===== src/rtl/ysyx_23060136_wr_arbiter.sv =====
// ysyx_23060136_wr_arbiter
//    Two-requester arbiter for the single SoC AXI4 write path (AW/W/B).
//    M0 = D-cache writeback (bursts), M1 = LSU uncached store (single beat).
//    A grant covers one whole transaction (AW, every W beat, B), and ties are
//    broken round-robin.
// Ports:
//    clk, rst             clock, asynchronous active-high reset
//    mN_aw*/mN_awready    AW request / accept for requester N
//    mN_w*/mN_wready      W beats / accept for requester N
//    mN_b*/mN_bready      B response / accept for requester N
//    io_master_*          SoC-side AW/W/B channels
//    err_wlast            sticky: a wlast disagreed with the latched awlen
//    busy                 a transaction is in progress (state != IDLE)
module ysyx_23060136_wr_arbiter #(
   parameter int ADDR_W = 32,
   parameter int DATA_W = 64,
   parameter int ID_W   = 4
) (
   input  logic                clk,
   input  logic                rst,
   // requester 0
   input  logic                m0_awvalid,
   input  logic [ADDR_W-1:0]   m0_awaddr,
   input  logic [ID_W-1:0]     m0_awid,
   input  logic [7:0]          m0_awlen,
   input  logic [2:0]          m0_awsize,
   input  logic [1:0]          m0_awburst,
   output logic                m0_awready,
   input  logic                m0_wvalid,
   input  logic [DATA_W-1:0]   m0_wdata,
   input  logic [DATA_W/8-1:0] m0_wstrb,
   input  logic                m0_wlast,
   output logic                m0_wready,
   output logic                m0_bvalid,
   output logic [1:0]          m0_bresp,
   output logic [ID_W-1:0]     m0_bid,
   input  logic                m0_bready,
   // requester 1
   input  logic                m1_awvalid,
   input  logic [ADDR_W-1:0]   m1_awaddr,
   input  logic [ID_W-1:0]     m1_awid,
   input  logic [7:0]          m1_awlen,
   input  logic [2:0]          m1_awsize,
   input  logic [1:0]          m1_awburst,
   output logic                m1_awready,
   input  logic                m1_wvalid,
   input  logic [DATA_W-1:0]   m1_wdata,
   input  logic [DATA_W/8-1:0] m1_wstrb,
   input  logic                m1_wlast,
   output logic                m1_wready,
   output logic                m1_bvalid,
   output logic [1:0]          m1_bresp,
   output logic [ID_W-1:0]     m1_bid,
   input  logic                m1_bready,
   // SoC side
   output logic                io_master_awvalid,
   output logic [ADDR_W-1:0]   io_master_awaddr,
   output logic [ID_W-1:0]     io_master_awid,
   output logic [7:0]          io_master_awlen,
   output logic [2:0]          io_master_awsize,
   output logic [1:0]          io_master_awburst,
   input  logic                io_master_awready,
   output logic                io_master_wvalid,
   output logic [DATA_W-1:0]   io_master_wdata,
   output logic [DATA_W/8-1:0] io_master_wstrb,
   output logic                io_master_wlast,
   input  logic                io_master_wready,
   input  logic                io_master_bvalid,
   input  logic [1:0]          io_master_bresp,
   input  logic [ID_W-1:0]     io_master_bid,
   output logic                io_master_bready,
   output logic                err_wlast,
   output logic                busy
);

   typedef enum logic [1:0] {S_IDLE, S_AW, S_W, S_B} state_t;

   state_t     state_q, state_d;
   logic       grant_q, grant_d;
   logic       last_grant_q, last_grant_d;
   logic [7:0] beat_cnt_q, beat_cnt_d;
   logic [7:0] len_q, len_d;
   logic       err_wlast_q, err_wlast_d;
   logic       winner;

   // granted requester's view of its own channels
   logic                sel_awvalid, sel_wvalid, sel_wlast, sel_bready;
   logic [7:0]          sel_awlen;
   assign sel_awvalid = grant_q ? m1_awvalid : m0_awvalid;
   assign sel_awlen   = grant_q ? m1_awlen   : m0_awlen;
   assign sel_wvalid  = grant_q ? m1_wvalid  : m0_wvalid;
   assign sel_wlast   = grant_q ? m1_wlast   : m0_wlast;
   assign sel_bready  = grant_q ? m1_bready  : m0_bready;

   always_ff @(posedge clk or posedge rst) begin
      if (rst) begin
         state_q      <= S_IDLE;
         grant_q      <= 1'b0;
         last_grant_q <= 1'b1;   // M0 wins the first tie
         beat_cnt_q   <= 8'd0;
         len_q        <= 8'd0;
         err_wlast_q  <= 1'b0;
      end else begin
         state_q      <= state_d;
         grant_q      <= grant_d;
         last_grant_q <= last_grant_d;
         beat_cnt_q   <= beat_cnt_d;
         len_q        <= len_d;
         err_wlast_q  <= err_wlast_d;
      end
   end

   // next state
   always_comb begin
      state_d      = state_q;
      grant_d      = grant_q;
      last_grant_d = last_grant_q;
      beat_cnt_d   = beat_cnt_q;
      len_d        = len_q;
      err_wlast_d  = err_wlast_q;
      // on a tie the requester that did not win last time goes next
      winner       = (m0_awvalid && m1_awvalid) ? ~last_grant_q : m1_awvalid;
      case (state_q)
         S_IDLE: begin
            if (m0_awvalid || m1_awvalid) begin
               grant_d      = winner;
               last_grant_d = winner;
               state_d      = S_AW;
            end
         end
         S_AW: begin
            if (sel_awvalid && io_master_awready) begin
               len_d      = sel_awlen;
               beat_cnt_d = 8'd0;
               state_d    = S_W;
            end
         end
         S_W: begin
            if (sel_wvalid && io_master_wready) begin
               // beat_cnt holds the index of the beat being transferred
               if ((beat_cnt_q == len_q) != sel_wlast) err_wlast_d = 1'b1;
               if (beat_cnt_q != 8'hFF) beat_cnt_d = beat_cnt_q + 8'd1;
               if (sel_wlast) state_d = S_B;   // wlast decides, even on error
            end
         end
         S_B: begin
            if (io_master_bvalid && sel_bready) state_d = S_IDLE;
         end
         default: state_d = S_IDLE;
      endcase
   end

   // channel routing: everything outside its phase or off-grant is zero
   always_comb begin
      io_master_awvalid = 1'b0;
      io_master_awaddr  = '0;
      io_master_awid    = '0;
      io_master_awlen   = '0;
      io_master_awsize  = '0;
      io_master_awburst = '0;
      io_master_wvalid  = 1'b0;
      io_master_wdata   = '0;
      io_master_wstrb   = '0;
      io_master_wlast   = 1'b0;
      io_master_bready  = 1'b0;
      m0_awready = 1'b0;  m1_awready = 1'b0;
      m0_wready  = 1'b0;  m1_wready  = 1'b0;
      m0_bvalid  = 1'b0;  m1_bvalid  = 1'b0;
      m0_bresp   = '0;    m1_bresp   = '0;
      m0_bid     = '0;    m1_bid     = '0;
      case (state_q)
         S_AW: begin
            io_master_awvalid = sel_awvalid;
            io_master_awaddr  = grant_q ? m1_awaddr  : m0_awaddr;
            io_master_awid    = grant_q ? m1_awid    : m0_awid;
            io_master_awlen   = sel_awlen;
            io_master_awsize  = grant_q ? m1_awsize  : m0_awsize;
            io_master_awburst = grant_q ? m1_awburst : m0_awburst;
            if (grant_q) m1_awready = io_master_awready;
            else         m0_awready = io_master_awready;
         end
         S_W: begin
            io_master_wvalid = sel_wvalid;
            io_master_wdata  = grant_q ? m1_wdata : m0_wdata;
            io_master_wstrb  = grant_q ? m1_wstrb : m0_wstrb;
            io_master_wlast  = sel_wlast;
            if (grant_q) m1_wready = io_master_wready;
            else         m0_wready = io_master_wready;
         end
         S_B: begin
            io_master_bready = sel_bready;
            if (grant_q) begin
               m1_bvalid = io_master_bvalid;
               m1_bresp  = io_master_bresp;
               m1_bid    = io_master_bid;
            end else begin
               m0_bvalid = io_master_bvalid;
               m0_bresp  = io_master_bresp;
               m0_bid    = io_master_bid;
            end
         end
         default: ;
      endcase
   end

   assign err_wlast = err_wlast_q;
   assign busy      = (state_q != S_IDLE);

endmodule

===== config.mk =====
export PLATFORM = sky130hd
export DESIGN_NAME = ysyx_23060136_wr_arbiter
export DESIGN_NICKNAME = d
export VERILOG_FILES = /design/src/rtl/ysyx_23060136_wr_arbiter.sv
export SDC_FILE = /design/constraint.sdc
export NUM_CORES = 1
export LEC_CHECK = 0
export ABC_CLOCK_PERIOD_IN_PS = 2500
export BUFFER_PORTS_ARGS = -buffer_cell sky130_fd_sc_hd__buf_2
export CORE_AREA = 3 3 155 157
export DETAILED_ROUTE_END_ITERATION = 8
export DIE_AREA = 0 0 158 160
export PLACE_DENSITY = 0.46
export REMOVE_ABC_BUFFERS = 1
export SLEW_MARGIN = 20
export SYNTH_ARGS = -nofsm -noshare
export SYNTH_HDL_FRONTEND = slang
export SYNTH_SLANG_ARGS = --single-unit

===== constraint.sdc =====
create_clock -name clk -period 2.5 [get_ports clk]
set_clock_uncertainty 0.2 [all_clocks]
set_input_delay 0.5 -clock clk [delete_from_list [all_inputs] [get_ports clk]]
set_output_delay 0.5 -clock clk [all_outputs]
set_load 0.005 [all_outputs]

# Word-level counts from Yosys, hierarchy flattened
# Cells that the tools add are included.
dict set report classes {
  addsub 1
  n_eq_ne 12
  muxes 53
  n_bitwise 1
  reduce_logical 13
}
# cell count
set ops {}
lappend ops {{$mux W64} 2}
lappend ops {{$mux W32} 2}
lappend ops {{$mux W8} 7}
lappend ops {{$mux W4} 6}
lappend ops {{$mux W2} 11}
lappend ops {{$mux W1} 21}
lappend ops {{$pmux W8 S2} 1}
lappend ops {{$ne A2 B2 Y1 const B} 6}
lappend ops {{$add A8 B1 Y8 const B} 1}
lappend ops {{$eq A8 B8 Y1} 1}
lappend ops {{$ne A8 B8 Y1 const B} 1}
lappend ops {{$pmux W2 S4} 1}
lappend ops {{$mux W3} 2}
lappend ops {{$reduce_and A5 Y1} 1}
lappend ops {{$eq A2 B2 Y1 const B} 2}
lappend ops {{$logic_and A1 B1 Y1} 4}
lappend ops {{$reduce_and A2 Y1} 2}
lappend ops {{$reduce_and A4 Y1} 1}
lappend ops {{$reduce_bool A2 Y1} 2}
lappend ops {{$reduce_and A3 Y1} 1}
lappend ops {{$eq A2 B1 Y1 const B} 1}
lappend ops {{$logic_not A2 Y1} 1}
lappend ops {{$logic_or A1 B1 Y1} 1}
lappend ops {{$ne A1 B1 Y1} 1}
lappend ops {{$not A1 Y1} 1}
dict set report word_totals {
  ff_bits 21
  out_inout_bits 145
  word_cells 86
}

# Depth between registers and ports, before layout
# Gate-level depths: netlist of run 1.
dict set report depth {
  word_depth 4
  mapped_depth 7
  ltp_nobuf 6
}

# Worst setup path before layout of run 1
# OpenSTA, ideal clock, no wires.
dict set report synth_timing {
  path_kind {register -> output}
  from {reg state_q[1]}
  to {out io_master_awaddr[0]}
  arrival_ps 1508
  setup_slack_ps 292
  path_stages_with_launch 7
  n_path_buf 3
  cell_sequence {dfrtp_1 inv_1 ha_1 clkbuf_1 buf_2 clkbuf_1 nor2b_1}
}
dict set report synth_between {
  elab_chain_cells 2
}
# item line_no
set synth_rtl {}
lappend synth_rtl {{from (decl)} 78} ;# state_t state_q, state_d;
lappend synth_rtl {{from (signal assigned)} 104} ;# state_q <= state_d;
lappend synth_rtl {{$eq A2 B1 Y1} 171} ;# case (state_q)
lappend synth_rtl {{$mux W32} 171}
lappend synth_rtl {{to (decl)} 57} ;# output logic [ADDR_W-1:0] io_master_awaddr,
# No other way between the ends.

# Worst setup path in the final report of run 1
dict set report layout_timing {
  from {reg state_q[0]}
  to {out io_master_wdata[42]}
}
dict set report layout_between {
  elab_chain_cells 2
}
# item line_no
set layout_rtl {}
lappend layout_rtl {{$eq A2 B2 Y1} 171}
lappend layout_rtl {{$mux W64} 171}
lappend layout_rtl {{to (decl)} 64} ;# output logic [DATA_W-1:0] io_master_wdata,
# No other way between the ends.

==> results.txt, run 1 <==
The highest net fanout along the worst path came out at 66. The overall die area is 25300 um2. In this run switching power makes up 45.6% of total power. The launch point of the worst path was state_q[0]$_DFFE_PP0P_. Counting distinct cell types in the post-synthesis netlist gives 43.

The logs give 4 for the number of antenna violations at the first check in global routing and 15.6% for the sequential element share of the synthesized area. Setup violations remaining at the end of the flow were counted as 0. For this run, design rule violations remaining after detail routing come to 0.

The run gives 1 as the number of levels the H-tree was split into. The clock network burns 6.6% of the power. The tree is rooted in a clkbuf_16. Measured against its own limit, the worst slew margin works out to 66.4%. The half-perimeter wire length after placement was 16.1 mm; the design internal power was 2.88 mW. The number of max-slew violations in the final report came out at 0. The source-to-sink clock delay at the later pin of the worst-skew pair was 260 ps; the clock sink count was 21. The tool flagged a number of max-cap violations equal to 0.

After synthesis, the largest area contributor takes up 37.3% of total cell area. Synthesis produced 422 cells. The overall overflow remaining after global route came out at 0. In this run, the number of DRC markers left after iteration 0 of detailed routing was 276.

The tools report the aggregate global-route resource usage as 13.4%. Of the cells placed in the final design, the portion with a size suffix greater than 1 is 54.3%. The flow ran to the end, and the final reports show no timing, DRC or antenna violations.

The run gives 4389 as the via count of the first global-routing pass. The fraction of registers with async set or reset after synthesis works out to 100%. The run gives 18.5 mm as the overall routed net length. For this configuration, the core starts out at a cell density of 14.9%. In this run the worst hold path is classified as in2async.

The number of endpoints with negative hold slack in the final report is 0. The worst setup path is captured at an output port. The run gives 2.41 mW as the power spent charging and discharging nets.

The number of placement rows came out at 55. Sequential cells burn 12.2% of the power. The routed design could run at a clock period as short as 2360 ps. Summed over all cells, the static leakage comes to 3.44 nW. Across the VDD grid, the largest voltage drop is 0.386 mV. The number of placed I/O pins came out at 406. The critical register-to-register path startpoint is grant_q$_DFFE_PP0P_. The first global-routing pass estimated 26.3 mm of wire.

Setup repair after global routing left no endpoint under its margin. Data required time of the critical path: 1800 ps. The number of port buffers works out to 405. The critical path is of the reg2out type. TritonCTS built the clock tree. STA classifies the critical path startpoint as a register. Measured in cells, the most critical reg-to-reg path has a length of 5. For the pin with the worst max-slew slack, the measured transition is 492 ps. Die outline height: 160 um. Sorting the synthesized cells by area gives the leading types as mux2i_1, dfrtp_1, nor2b_1. The net count of the finished layout is 1089. After detailed routing, the number of vias per cell comes to 4.05.

The netlist area before placement was 3380 um2. The routed layout has 4494 vias. The critical path ends at io_master_wdata[42]. The run gives 22600 um2 as the area of the core region. The clock-pin slew on the worst setup and hold paths was 60 ps; the number of flops mapped to enable cells by yosys was 0. Once detail routing completed, the nets flagged for antenna violations numbered 0.

Entering global routing, the biggest net connects 67 pins. Timing analysis after detailed placement gives a worst setup slack of 253 ps. The setup check on the worst reg-to-reg path leaves a slack of 310 ps. After synthesis, the mean cell area works out to 8.01 um2. Static timing analysis puts the maximum clock frequency at 423 MHz. Cell type contributing the most total cell area after synthesis: mux2i_1.

Power density relative to cell area: 883 nW/um2. The share of the clock period used by the worst path after layout was 94.6%; the arrival time of the worst setup path was 1660 ps. The run gives 0.884 as the routability congestion estimate from global placement.

The share of total power dissipated in combinational logic is 81.2%. The most used flip-flop cell after synthesis is dfrtp_1. The total of flip-flops plus latches after synthesis is 21, and the final core area utilization is 26.5%.

Compared with the post-synthesis result, the final layout area differs by 77.2%. The final-layout worst hold slack is 79.6 ps, and the iteration count of the initial detailed-routing pass is 5. The average detailed-routed wire length per instance works out to 16.7 um. For this run, the number of Yosys warnings is 0.

For the number of buffers on the longest clock path, the log shows 2. The endpoint identified for the worst register-to-register timing path is state_q[1]$_DFFE_PP0P_. Measured along the x axis, the die boundary spans 158 um.

The run gives 136 ps as the setup slack after layout. The number of buffers created by CTS came out at 3.
[kinds of logic (layout without fill, tap and decap cells)]
family                   Yosys count  after routing  share of synthesized area (%)
XOR/XNOR                           8              8                           2.07
flip-flops                        21             21                           15.6
AND/OR/NAND/NOR                  182            182                           27.1
other                              0              3                              0
buffers and inverters             43            443                           5.96
multiplexers                     131            131                           39.0
adder cells (fa/ha/maj)            5              5                           1.85
AO/OA/AOI/OAI                     32             32                           8.40
[layer usage]
layer / vias up / part of all wire [%] / global-route usage, %
li1: 2279 / - / -
met1: 1942 / 40 / 16.6
met2: 258 / 50 / 24.3
met3: 13 / 9.0 / 2.66
met4: 2 / 0.80 / 1.76
met5: - / 0.070 / 0
[what timing repair did]
| item | 4_1_cts | 5_1_grt |
|---|---|---|
| gates resized for setup | 0 | 4 |
| setup buffers | 2 | 0 |
| endpoints found under the hold margin | 0 | 0 |
| endpoints found under the setup margin | 1 | 62 |
| hold buffers | 0 | 0 |
[placed cells by master (no fill, tap or decap), types with 2 or more instances in the layout]
cell       instances
ha_4               2
mux2i_1          126
nand2b_1           4
clkbuf_16          3
nand2_1           10
nor2_1            79
mux2_1             2
nand3b_1           2
a32o_1             9
o41ai_1            2
and2_1            10
mux2_2             3
o221ai_1           2
buf_2            405
nand4_1            4
dfrtp_1           19
and3_1            10
inv_1              8
xnor2_1            8
nor3_1             2
o21ai_0            5
ha_1               3
a21oi_1            2
buf_4             17
nand3_1            4
buf_12             7
nor2b_1           52
a31oi_1            2
diode_2            3
[area by class of cell]
cell class,count,area (um2)
tap,285,357
timing repair buffer,430,2310
inverter,9,33.8
sequential,21,531
clock buffer,4,78.8
fill,2522,16700
antenna,3,7.51
multi-input combinational,358,2680
[sequential cells by signal, indices dropped and copies added, names as in the netlist]
name	flops
grant_q	1
state_q	2
last_grant_q	1
err_wlast	1
beat_cnt_q	8
len_q	8
[power by group through the flow]
stage               clock, mW  sequential, mW  combinational, mW
global placement            0           0.682               4.29
detailed placement          0           0.685               4.26
floorplan                   0           0.828               2.08
CTS                     0.355           0.644               4.35
finish                  0.347           0.648               4.29
global route            0.377           0.677               4.73
[stage by stage]
stage | power (mW) | cell area, um2 | std cells | TNS (ps)
floorplan | 2.91 | 3210 | 388 | -465220
global placement | 4.98 | 5860 | 1101 | 0
detailed placement | 4.95 | 5860 | 1101 | 0
CTS | 5.35 | 5960 | 1107 | 0
global route | 5.78 | 5990 | 1110 | 0
finish | 5.29 | 5990 | 1110 | 0
[how the worst min path moves through the flow]
| stage | endpoint | slack [ps] | depth (start not counted) |
|---|---|---|---|
| 4_1_cts | len_q[4]$_DFFE_PP0P_ | 100 | 3 |
| 6_report | grant_q$_DFFE_PP0P_ | 80 | 3 |
| 3_5_place_dp | err_wlast$_DFFE_PP0P_ | 260 | 1 |
| 2_1_floorplan | err_wlast$_DFFE_PP0P_ | 270 | 1 |
| 5_1_grt | len_q[6]$_DFFE_PP0P_ | 110 | 3 |
| 3_3_place_gp | err_wlast$_DFFE_PP0P_ | 260 | 1 |
[synthesized netlist by cell type, types with 2 or more instances]
cell type / n
inv_1: 9
mux2i_1: 126
nand3_1: 4
a32o_1: 9
dfrtp_1: 20
and2_1: 10
o21ai_0: 5
nor2b_1: 52
o221ai_1: 2
a21oi_1: 2
a31oi_1: 2
and3_1: 10
o41ai_1: 2
ha_1: 5
nand3b_1: 2
xnor2_1: 8
buf_2: 16
nor2_1: 79
nor3_1: 2
nand4_1: 4
nand2b_1: 4
nand2_1: 10
mux2_1: 2
clkbuf_1: 16
mux2_2: 3
[worst max-delay path, stage by stage (launching register included)]
cell	delay, ps
dfrtp_1	430
inv_1	160
ha_4	210
inv_2	70
buf_12	170
nor2_1	170
buf_2	130
Note: power is estimated with default switching activity, not from simulation.
==> run 2: changes to the inputs <==
- CTS_CLUSTER_SIZE: not set -> 25
- RECOVER_POWER: not set -> 50
==> run 2 against run 1 <==
Effect of this change:
- via count shrank 0.22%
- register-to-register slack about the same
- maximum frequency is 0.15% lower
- sequential power about the same
- die area unchanged
- critical path depth unchanged
- non-clock buffer count did not move
==> results.txt, run 2 (synthesis results as in run 1) <==
The run gives 1800 ps (about the same) as the data required time of the critical path. The final core area utilization is 26.2% (-0.28 points), and the average detailed-routed wire length per instance is 16.7 um (about the same). The remaining design rule violation count is 0 (unchanged), and the delay of the slowest cell on the worst path is 430 ps (about the same). Among cell families on the critical path, the largest total delay comes from buffers and inverters. Setup repair after global routing left no endpoint under its margin. The number of hold buffers added after CTS is 0 (unchanged), and the setup slack after layout is 132 ps (-3.60 ps). The class of the most critical setup path is reg2out.

Die width: 158 um (unchanged). The number of nets with antenna violations after detailed routing is 0 (unchanged). The number of port buffers was 405 (unchanged); the number of nets in the finished design was 1089 (unchanged).

The tools report the number of levels the H-tree was split into as 1 (unchanged). From synthesis to final layout, the design area changed by 75.3%. The run finished with clean final reports. The source-to-sink clock delay at the later pin of the worst-skew pair came out at 260 ps (about the same). For the first-pass GRT wire length, the log shows 26.3 mm (unchanged). The run gives 0 (unchanged) as the number of endpoints with negative hold slack in the final report.

The cell count of the worst reg-to-reg path is 5 (unchanged). The path with the worst hold slack has its endpoint at err_wlast$_DFFE_PP0P_. The aggregate global-route resource usage is 13.4% (unchanged), and the power density relative to cell area is 881 nW/um2 (-0.25%). The global-route met1 utilization came out at 16.6% (unchanged). The minimum clock period was 2370 ps (+3.60 ps); the half-perimeter wire length after placement was 16.1 mm (unchanged). The worst slack at placement came out at 253 ps (unchanged).

TritonCTS built the clock tree. The startpoint of the worst hold path was err_wlast$_DFFE_PP0P_. The tools report the reg-to-reg setup timing slack as 320 ps (about the same). The tools report the area of the core region as 22600 um2 (unchanged). The class of the worst hold path is reg2reg. The run gives 2.66% (unchanged) as the met3 usage in global routing.

met2 is the most crowded layer. The clock sink count was 21 (unchanged). The number of antenna violations at the first check in global routing was 4 (unchanged). For the overall overflow remaining after global route, the log shows 0 (unchanged). The cell area after layout was 5930 um2 (-1.1%). The category of the worst setup path launch point was a register. The overall routed net length is 18.5 mm (about the same). In this run the critical register-to-register path is captured at state_q[1]$_DFFE_PP0P_. The tools report the number of buffers on the longest clock path as 2 (unchanged). The average via count per standard cell came out at 4.04 (-0.22%).

The most common library cell in the layout ignoring fill and taps is buf_2. For the arrival time of the worst setup path, the log shows 1670 ps (about the same). The logs give 4484 (-0.22%) for the total number of vias and 0.375 mV (-2.8%) for the peak ir drop on the vdd network.

The leakage power figure is 3.30 nW (-4.1%), and the count of routing violations after the opening detailed-route iteration is 249 (-9.8%). The reported max-cap violation count is 0 (unchanged), and the number of placed I/O pins is 406 (unchanged). The logs give 5860 um2 (unchanged) for the instance area after placement and 67 (unchanged) for the maximum number of pins on one net before global-route repair. The worst setup path is captured at an output port. The number of setup violations in the final report came out at 0 (unchanged). Traced cell by cell, the critical path runs through inv_1 -> ha_4 -> inv_2 -> buf_12 -> nor2_1 -> buf_2. Number of max-slew violations in the final report: 0 (unchanged). The tools report the routability congestion estimate from global placement as 0.884 (unchanged). Number of fill cells in the layout: 2542 (+0.79%).

The slowest stage of the critical path belongs to the cell dfrtp_1. Share of the clock period used by the worst path after layout: 94.7% (+0.14 points). The tools report the met2 usage in global routing as 24.3% (unchanged).

The die outline height works out to 160 um (unchanged). The critical register-to-register path startpoint is grant_q$_DFFE_PP0P_. Iteration count of the initial detailed-routing pass: 4 (-1). The run gives 422 MHz (-0.15%) as the top achievable clock speed.

The clock-pin slew on the worst setup and hold paths was 60 ps (about the same). In the final layout, the registers with the most flip-flops are beat_cnt_q x8, len_q x8, state_q x2. The highest net fanout along the worst path was 66 (unchanged). The number of placement rows is 55 (unchanged).

In the layout the commonest cells are buf_2, mux2i_1, nor2_1. CTS placed an instance of clkbuf_16 at the clock tree root. The logs give 14.9% (unchanged) for the effective utilization at floorplan and 4389 (unchanged) for the via count of the first global-routing pass.

The transition time at the pin with the least slew margin came out at 1220 ps (+731 ps). For the number of buffers created by CTS, the log shows 3 (unchanged). Worst max-slew margin expressed relative to the limit: 18.5% (-48 points).

The buffering stage count on the worst path with inverters included is 4 (unchanged). The ratio of cells with drive above 1 in the final layout was 49.8% (-4.5 points); the power after layout was 5.22 mW (-1.3%). Overall die area: 25300 um2 (unchanged). The worst hold path cell count was 1.
==> run 2: cell types whose count changed in the layout (fill, tap and decap cells not counted), moves of 4 or more <==
cell,previous run,this run
buf_2,405,369
buf_4,17,13
clkbuf_1,1,35
clkbuf_2,0,6
==> run 2: timing repair <==
action,in CTS,in global routing
resized for setup,0,4
hold endpoints to repair,0,0
setup buffers,2,0
setup endpoints to repair,1,62
==> run 2: layer usage <==
layer / part of all wire (%) / wire length (um)
met2: 50 / 9250
met3: 8.8 / 1630
met5: 0.070 / 13
met1: 40 / 7490
met4: 0.80 / 148
==> run 2: layout make-up <==
type / count / area [um2] / area share [%]
Sequential cell: 21 / 531 / 8.95
Multi-Input combinational cell: 358 / 2670 / 45.0
Antenna cell: 3 / 7.51 / 0.127
Inverter: 9 / 33.8 / 0.570
Clock buffer: 4 / 78.8 / 1.33
Tap cell: 285 / 357 / 6.02
Timing Repair Buffer: 430 / 2250 / 38.0
==> run 2: worst max path at each step <==
stage / startpoint / slack [ps] / to / depth (start not counted)
after floorplan: grant_q$_DFFE_PP0P_ / -3640 / state_q[1]$_DFFE_PP0P_ / 4
after global placement: grant_q$_DFFE_PP0P_ / 280 / io_master_awlen[4] / 5
after detailed placement: grant_q$_DFFE_PP0P_ / 250 / io_master_awlen[4] / 5
after CTS: state_q[0]$_DFFE_PP0P_ / 30 / io_master_wdata[1] / 6
after global routing: state_q[1]$_DFFE_PP0P_ / 30 / m1_awready / 5
final: state_q[0]$_DFFE_PP0P_ / 130 / io_master_wdata[42] / 6
==> run 2: report_power, final <==
part	switching [mW]	total, mW	leakage (nW)	internal (mW)
Clock	0.129	0.347	0.0382	0.218
Combinational	2.12	4.23	2.99	2.10
Sequential	0.164	0.648	0.264	0.484
==> run 2: metrics by stage <==
step / hold WS, ps / TNS [ps] / cells
after global routing: 292 / 0 / 1110
after detailed placement: 259 / 0 / 1101
after CTS: 104 / 0 / 1107
after floorplan: 266 / -465220 / 388
after global placement: 256 / 0 / 1101
final: 273 / 0 / 1110
==> run 2: worst reg2reg max path: cells and delay by family (launching register included) <==
kind | cells | cell delay, ps
multiplexers | 2 | 480
buffers and inverters | 1 | 190
flip-flops | 1 | 550
AO/OA/AOI/OAI | 2 | 650
